==> src/rtl/id_hazard_ctrl_pkg.sv <==
// Shared constants for the decode-stage hazard unit: stall cause codes and the zero register.
package id_hazard_ctrl_pkg;

  typedef enum logic [2:0] {
    HZ_NONE      = 3'd0,
    HZ_LOAD_USE  = 3'd1,
    HZ_MC_RAW    = 3'd2,
    HZ_MC_STRUCT = 3'd3,
    HZ_MC_WAW    = 3'd4
  } hz_cause_e;

  localparam int unsigned ZERO_REG = 0;

  function automatic logic is_mc_cause(input hz_cause_e c);
    return (c == HZ_MC_RAW) || (c == HZ_MC_STRUCT) || (c == HZ_MC_WAW);
  endfunction

endpackage

==> src/rtl/id_hazard_ctrl_fwd_sel.sv <==
// Priority forwarding mux for one operand; the youngest matching stage wins and
// reports whether its result is still pending.
module id_hazard_ctrl_fwd_sel
  import id_hazard_ctrl_pkg::*;
#(
  parameter int unsigned DATA_W     = 32,
  parameter int unsigned ADDR_W     = 5,
  parameter int unsigned FWD_STAGES = 2
) (
  input  logic [ADDR_W-1:0]            addr_i,
  input  logic [DATA_W-1:0]            rf_data_i,
  input  logic [FWD_STAGES-1:0]        stg_reg_we_i,
  input  logic [FWD_STAGES*ADDR_W-1:0] stg_dest_i,
  input  logic [FWD_STAGES*DATA_W-1:0] stg_data_i,
  input  logic [FWD_STAGES-1:0]        stg_data_rdy_i,
  output logic [DATA_W-1:0]            data_c,
  output logic                         pending_c
);

  // Scan oldest to youngest so the lowest matching index overrides.
  always_comb begin
    data_c    = rf_data_i;
    pending_c = 1'b0;
    if (addr_i != ADDR_W'(ZERO_REG)) begin
      for (int i = int'(FWD_STAGES) - 1; i >= 0; i--) begin
        if (stg_reg_we_i[i] && (stg_dest_i[i*ADDR_W +: ADDR_W] == addr_i)) begin
          data_c    = stg_data_i[i*DATA_W +: DATA_W];
          pending_c = ~stg_data_rdy_i[i];
        end
      end
    end
  end

endmodule

==> src/rtl/id_hazard_ctrl.sv <==
// Decode-stage forwarding and interlock unit with a single multicycle-op scoreboard.
// Optional stall statistics counters are built when HAZARD_STATS_EN is defined.
module id_hazard_ctrl
  import id_hazard_ctrl_pkg::*;
#(
  parameter int unsigned DATA_W     = 32,
  parameter int unsigned ADDR_W     = 5,
  parameter int unsigned FWD_STAGES = 2,
  parameter int unsigned MC_LAT     = 4
) (
  input  logic                         clk,
  input  logic                         rst,
  input  logic                         id_valid,
  input  logic [ADDR_W-1:0]            id_rs_addr,
  input  logic [ADDR_W-1:0]            id_rt_addr,
  input  logic                         id_rs_used,
  input  logic                         id_rt_used,
  input  logic [DATA_W-1:0]            id_rs_data_in,
  input  logic [DATA_W-1:0]            id_rt_data_in,
  input  logic                         id_is_mc,
  input  logic                         id_reg_we,
  input  logic [ADDR_W-1:0]            id_dest_addr,
  input  logic [FWD_STAGES-1:0]        stg_reg_we,
  input  logic [FWD_STAGES*ADDR_W-1:0] stg_dest,
  input  logic [FWD_STAGES*DATA_W-1:0] stg_data,
  input  logic [FWD_STAGES-1:0]        stg_data_rdy,
  output logic [DATA_W-1:0]            rs_data,
  output logic [DATA_W-1:0]            rt_data,
  output logic                         stall,
  output logic [2:0]                   stall_cause,
  output logic                         id_advance,
  output logic                         mc_busy,
  output logic [ADDR_W-1:0]            mc_dest,
  output logic                         mc_done
`ifdef HAZARD_STATS_EN
  ,
  output logic [31:0]                  stat_lu_cnt,
  output logic [31:0]                  stat_mc_cnt
`endif
);

  localparam int unsigned CNT_W = $clog2(MC_LAT);

  logic [CNT_W-1:0]  mc_cnt_q, mc_cnt_d;
  logic [ADDR_W-1:0] mc_dest_q, mc_dest_d;
  logic              mc_done_q, mc_done_d;
  logic              rs_pend_c, rt_pend_c;
  logic              lu_hz_c, raw_hz_c, struct_hz_c, waw_hz_c;
  logic              mc_busy_c, issue_c;
  hz_cause_e         cause_c;

  id_hazard_ctrl_fwd_sel #(.DATA_W(DATA_W), .ADDR_W(ADDR_W), .FWD_STAGES(FWD_STAGES)) u_fwd_rs (
    .addr_i         (id_rs_addr),
    .rf_data_i      (id_rs_data_in),
    .stg_reg_we_i   (stg_reg_we),
    .stg_dest_i     (stg_dest),
    .stg_data_i     (stg_data),
    .stg_data_rdy_i (stg_data_rdy),
    .data_c         (rs_data),
    .pending_c      (rs_pend_c)
  );

  id_hazard_ctrl_fwd_sel #(.DATA_W(DATA_W), .ADDR_W(ADDR_W), .FWD_STAGES(FWD_STAGES)) u_fwd_rt (
    .addr_i         (id_rt_addr),
    .rf_data_i      (id_rt_data_in),
    .stg_reg_we_i   (stg_reg_we),
    .stg_dest_i     (stg_dest),
    .stg_data_i     (stg_data),
    .stg_data_rdy_i (stg_data_rdy),
    .data_c         (rt_data),
    .pending_c      (rt_pend_c)
  );

  assign mc_busy_c = (mc_cnt_q != '0);

  // Hazard detection and priority encoding of the stall cause.
  always_comb begin
    lu_hz_c     = (id_rs_used & rs_pend_c) | (id_rt_used & rt_pend_c);
    raw_hz_c    = mc_busy_c && (mc_dest_q != ADDR_W'(ZERO_REG)) &&
                  ((id_rs_used && (id_rs_addr == mc_dest_q)) ||
                   (id_rt_used && (id_rt_addr == mc_dest_q)));
    struct_hz_c = id_is_mc && (mc_cnt_q > CNT_W'(1));
    waw_hz_c    = id_reg_we && mc_busy_c && (mc_dest_q != ADDR_W'(ZERO_REG)) &&
                  (id_dest_addr == mc_dest_q);
    cause_c     = HZ_NONE;
    if (id_valid) begin
      if (lu_hz_c)          cause_c = HZ_LOAD_USE;
      else if (raw_hz_c)    cause_c = HZ_MC_RAW;
      else if (struct_hz_c) cause_c = HZ_MC_STRUCT;
      else if (waw_hz_c)    cause_c = HZ_MC_WAW;
    end
  end

  assign stall       = (cause_c != HZ_NONE);
  assign stall_cause = cause_c;
  assign id_advance  = id_valid & ~stall;
  assign issue_c     = id_advance & id_is_mc;

  // Scoreboard next state; an issue at count 1 reloads yet still signals completion.
  always_comb begin
    mc_cnt_d  = mc_cnt_q;
    mc_dest_d = mc_dest_q;
    mc_done_d = 1'b0;
    if (mc_cnt_q == CNT_W'(1)) begin
      mc_done_d = 1'b1;
      mc_dest_d = '0;
    end
    if (mc_busy_c) mc_cnt_d = mc_cnt_q - CNT_W'(1);
    if (issue_c) begin
      mc_cnt_d  = CNT_W'(MC_LAT - 1);
      mc_dest_d = id_reg_we ? id_dest_addr : '0;
    end
  end

  always_ff @(posedge clk or posedge rst) begin
    if (rst) begin
      mc_cnt_q  <= '0;
      mc_dest_q <= '0;
      mc_done_q <= 1'b0;
    end else begin
      mc_cnt_q  <= mc_cnt_d;
      mc_dest_q <= mc_dest_d;
      mc_done_q <= mc_done_d;
    end
  end

  assign mc_busy = mc_busy_c;
  assign mc_dest = mc_dest_q;
  assign mc_done = mc_done_q;

`ifdef HAZARD_STATS_EN
  logic [31:0] stat_lu_q, stat_mc_q;

  // Saturating stall-cycle counters.
  always_ff @(posedge clk or posedge rst) begin
    if (rst) begin
      stat_lu_q <= '0;
      stat_mc_q <= '0;
    end else begin
      if ((cause_c == HZ_LOAD_USE) && (stat_lu_q != '1)) stat_lu_q <= stat_lu_q + 32'd1;
      if (is_mc_cause(cause_c) && (stat_mc_q != '1))     stat_mc_q <= stat_mc_q + 32'd1;
    end
  end

  assign stat_lu_cnt = stat_lu_q;
  assign stat_mc_cnt = stat_mc_q;
`endif

endmodule
==> config.mk <==
export PLATFORM = sky130hd
export DESIGN_NAME = id_hazard_ctrl
export DESIGN_NICKNAME = d
export VERILOG_FILES = /design/src/rtl/id_hazard_ctrl_pkg.sv /design/src/rtl/id_hazard_ctrl_fwd_sel.sv /design/src/rtl/id_hazard_ctrl.sv
export SDC_FILE = /design/constraint.sdc
export NUM_CORES = 1
export LEC_CHECK = 0
export ABC_CLOCK_PERIOD_IN_PS = 4230
export CORE_ASPECT_RATIO = 0.5
export CORE_MARGIN = 2
export CORE_UTILIZATION = 31
export CTS_CLUSTER_DIAMETER = 60
export DETAILED_ROUTE_END_ITERATION = 10
export GPL_ROUTABILITY_DRIVEN = 0
export PLACE_DENSITY = 0.89
export SLEW_MARGIN = 15
export SYNTH_ARGS = -nofsm -noshare
export SYNTH_HDL_FRONTEND = slang
export SYNTH_SLANG_ARGS = --single-unit
==> constraint.sdc <==
create_clock -name clk -period 4.23 [get_ports clk]
set_clock_uncertainty 0.2 [all_clocks]
set_input_delay 0.6345 -clock clk [delete_from_list [all_inputs] [get_ports clk]]
set_output_delay 0.6345 -clock clk [all_outputs]
set_load 0.02 [all_outputs]
==> results.md <==
Run status:
- The run finished with clean final reports.

Worst setup path:
- The top fanout value on the critical path is 32.
- The worst setup path is captured at a primary output.
- The most numerous cell type found on the critical path is clkdlybuf4s50_1.
- The critical path's top delay family is buffers and inverters.
- The largest single stage delay on the critical path is 0.57 ns.
- The start-to-end type of the worst setup path is input pin to primary output.
- The data arrival time of the critical path is 3.12 ns.
- Setup slack on the worst reg-to-reg path comes out at 1.94 ns.
- The largest individual stage delay along the critical path comes from the cell clkdlybuf4s50_1.
- The critical path contains buffers and inverters numbering 3 combined.
- The type of origin of the critical path is an input pin.
- Walking the worst path, the cells encountered are clkdlybuf4s50_1 > xor2_1 > nor3_1 > and3_1 > a21oi_1 > or2_1 > buf_12 > nand2_1 > o21ai_0 > clkdlybuf4s50_1.
- The required time at the endpoint of the critical path is 3.40 ns.

Clock network:
- The number of levels in the clock H-tree is 1.
- Clock tree synthesis selected as its root buffer the cell clkbuf_16.
- After clock tree synthesis, the clock-pin slew on the worst setup and hold paths is 0.04 ns.
- In this run, CTS created clock tree buffers numbering 3.
- Counting along the longest clock path gives a buffer depth of 2.
- Post-CTS repair changed the size of 0 cells.
- The number of hold buffers added after CTS is 0.
- The total clock sinks is 8.
- The CTS tree is yes.
- At the later pin of the worst-skew pair, clock insertion delay measures 0.24 ns.
- The number of setup buffers added after CTS is 0.

Floorplanning:
- The total I/O pin count is 240.
- The die is 122 um wide.
- From bottom edge to top edge, the die measures 62.9 um.
- The floorplan step defined a die boundary enclosing 7650 sq um.
- After floorplanning, the core was sized to cover 6700 sq um.
- The count of standard-cell rows is 21.
- The effective utilization at floorplan is 32.1%.

Finish:
- At the end of the flow, the number of nets in the layout was 743.
- Summing all multi-input logic gate instances after layout gives 1820 sq um.
- Leaving out fill and tap cells, the most frequent cells in the layout are clkdlybuf4s50_1 (239), nand2_1 (51), nor2_1 (40).
- 0 antenna diodes ended up in the layout.
- The area growth from synthesis to layout is 120%.
- At the end of the flow the core is filled with cells to 70.7%.
- The fraction of final layout cells with drive strength greater than 1 is 3.83%.
- Leaving out fill and tap cells, the most frequent cell in the layout is clkdlybuf4s50_1.
- Counting the fill cells in the layout gives 530.
- The footprint of the flip-flops and latches is 200 sq um.

Detailed routing:
- The per-cell routed wire length is 16.7 um.
- The pre-antenna-repair detailed-routing pass consisted of 5 iterations.
- In the routed layout, each cell is associated on average with a via count of 5.29.
- The sum of met2 wire segment lengths after detailed routing is 5.42 mm.
- Summing over every cut layer, the via total after detailed routing is 3531.
- After detailed routing, the number of remaining DRC violations is 0.
- The number of DRC violations after detailed-routing iteration 0 is 256.
- Signal routing reaches up to met4.
- The detailed router put a total of 4.77 mm of wire on met1.
- The detailed-route wire length is 11.2 mm.
- The residual antenna-violating net count after detailed routing is 0.
- The met3 routed wirelength is 712 um.

Timing:
- After layout, the minimum clock period comes to 3.95 ns.
- The number of setup violations in the final report is 0.
- Derived from the worst setup path, the maximum achievable clock frequency is 253 MHz.
- At the pin with the least slew margin, the transition time is 0.348 ns.
- The count of pins over their slew limit is 0.
- Setup repair after global routing left no endpoint under its margin.
- The worst-case hold slack is 0.373 ns.
- The hold violation count in the final report is 0.
- The worst max-slew margin expressed relative to the limit is 76.8%.
- The part of the cycle the worst path needs is 93.4%.
- Summed over all failing endpoints, the final setup total negative slack is 0 ns.

Synth:
- Summing the areas of all compound-gate instances in the mapped netlist gives 39.8% of the synthesized area.
- The number of synthesized register bits is 8.
- The yosys synthesis warning count is 0.
- Multiplexer cells account for 2.80% of the synthesized area.
- The synthesized net count is 513.
- The mapped cell area is 2150 sq um.
- The part of the Yosys area used for sequential elements is 9.32%.
- The adder and majority gate portion of the synthesized area is 1.16%.
- Of the total synthesized cell area, the portion taken by XOR and XNOR cells is 14.7%.
- In the post-synthesis netlist, the biggest area contributors are xnor2_1 (12%), a22oi_1 (11%), o22ai_1 (9.6%).
- The distinct cell type count after synthesis is 33.
- After Yosys synthesis, and, or, nand and nor cells account for 26.0% of the synthesized area.
- The fraction of post-synthesis cell area in the top cell type by area is 12.2%.
- In this run the mean area of a mapped cell was 6.19 sq um.
- Synthesis handed over a netlist of 347 instances.
- By area, the combinational part of the netlist is dominated by compound AO/OA/AOI/OAI gates.
- Summed over all instances, the cell type with the most area after synthesis is xnor2_1.

Worst hold path:
- The type of the most critical hold path is flip-flop to flip-flop.

Placed design:
- The number of I/O port buffers is 239.
- Detailed placement finished with a half-perimeter wire length of 9.16 mm.

Job:
- The max-cap check violation count is 0.

Power and ir drop:
- For this design the static power due to leakage is 1.77 nW.
- In this run the power density over the cells is 216 nW/um^2.
- The worst-case IR drop observed on VDD is 284 uV.

Global routing:
- The global-route usage over all layers is 28.6%.
- The via count of the first global-routing pass was 3453.
- The wire length of the first global-routing pass is 17.7 mm.
- The largest net degree at the start of global routing is 33.
- The total overflow left after global routing is 0.
- The initial antenna violation count came to 0.
[sequential cells by signal, summed over array words and instances, names as in the netlist]
register and count:
mc_dest 5, mc_cnt_q 2, mc_done 1
[synthesized netlist by cell type]
cell       n
a21boi_2   1
a21oi_1   36
a22oi_1   32
and3_1     1
buf_2     15
clkbuf_1  12
dfrtp_1    8
ha_1       2
inv_1      4
mux2i_1    6
nand2_1   51
nand2b_1   5
nand3_1    7
nand3_4    1
nand3b_1   1
nand4_1    3
nor2_1    41
nor2_2     1
nor2_8     1
nor2b_1    1
nor3_1     4
nor4b_1    2
o21a_1     2
o21ai_0    3
o21ai_1   31
o21bai_1   1
o221ai_2   1
o22ai_1   33
o311ai_0   1
or2_1      3
or4_1      1
xnor2_1   30
xor2_1     6
[layer usage]
layer / track usage [%] / up-vias
li1: - / 1727
met1: 36.4 / 1623
met2: 50.1 / 155
met3: 4.11 / 26
met4: 8.48 / 0
met5: 0 / -
[cells by family after synthesis]
| kind of cell | Yosys count |
|---|---|
| AO/OA/AOI/OAI | 141 |
| multiplexers | 6 |
| AND/OR/NAND/NOR | 123 |
| buffers and inverters | 31 |
| adder cells (fa/ha/maj) | 2 |
| flip-flops | 8 |
| XOR/XNOR | 36 |
[final timing paths]
path                               start          end  depth (start not counted)
setup / recovery           id_rs_addr[3]   rs_data[0]                         10
hold / removal               mc_cnt_q[0]  mc_cnt_q[0]                          2
hold reg to reg              mc_cnt_q[0]  mc_cnt_q[0]                          2
max in group asynchronous            rst   mc_dest[0]                          2
min in group asynchronous            rst      mc_done                          2
setup reg to reg             mc_cnt_q[0]   mc_dest[4]                          8
[final cells by class]
type	instances	area share [%]
clock buffers	3	1.59
flip-flops and latches	8	4.23
inverters	4	0.317
multi-input cells	308	38.3
well taps	92	2.43
repair buffers	252	53.1
[stage by stage]
stage	worst slack, ns	instance area (sq um)	std cells	power [W]
6_report	0.280	4740	667	0.00102
5_1_grt	0.0700	4740	667	0.00108
4_1_cts	0.262	4740	667	0.00103
3_5_place_dp	0.267	4660	664	0.000856
3_3_place_gp	0.313	4660	664	0.000847
2_1_floorplan	1.23	2150	347	0.000477
[power breakdown]
group          switching, W  internal (W)
clock             0.0000405      0.000122
sequential        0.0000405      0.000105
combinational      0.000322      0.000395
total              0.000403      0.000622
[tightest hold or removal path, delay by kind of cell, from the launching register on]
| kind | cells | cell delay (ns) |
|---|---|---|
| AO/OA/AOI/OAI | 1 | 0.07 |
| flip-flops | 1 | 0.39 |
| XOR/XNOR | 1 | 0.08 |
(Power assumes the default switching activity.)
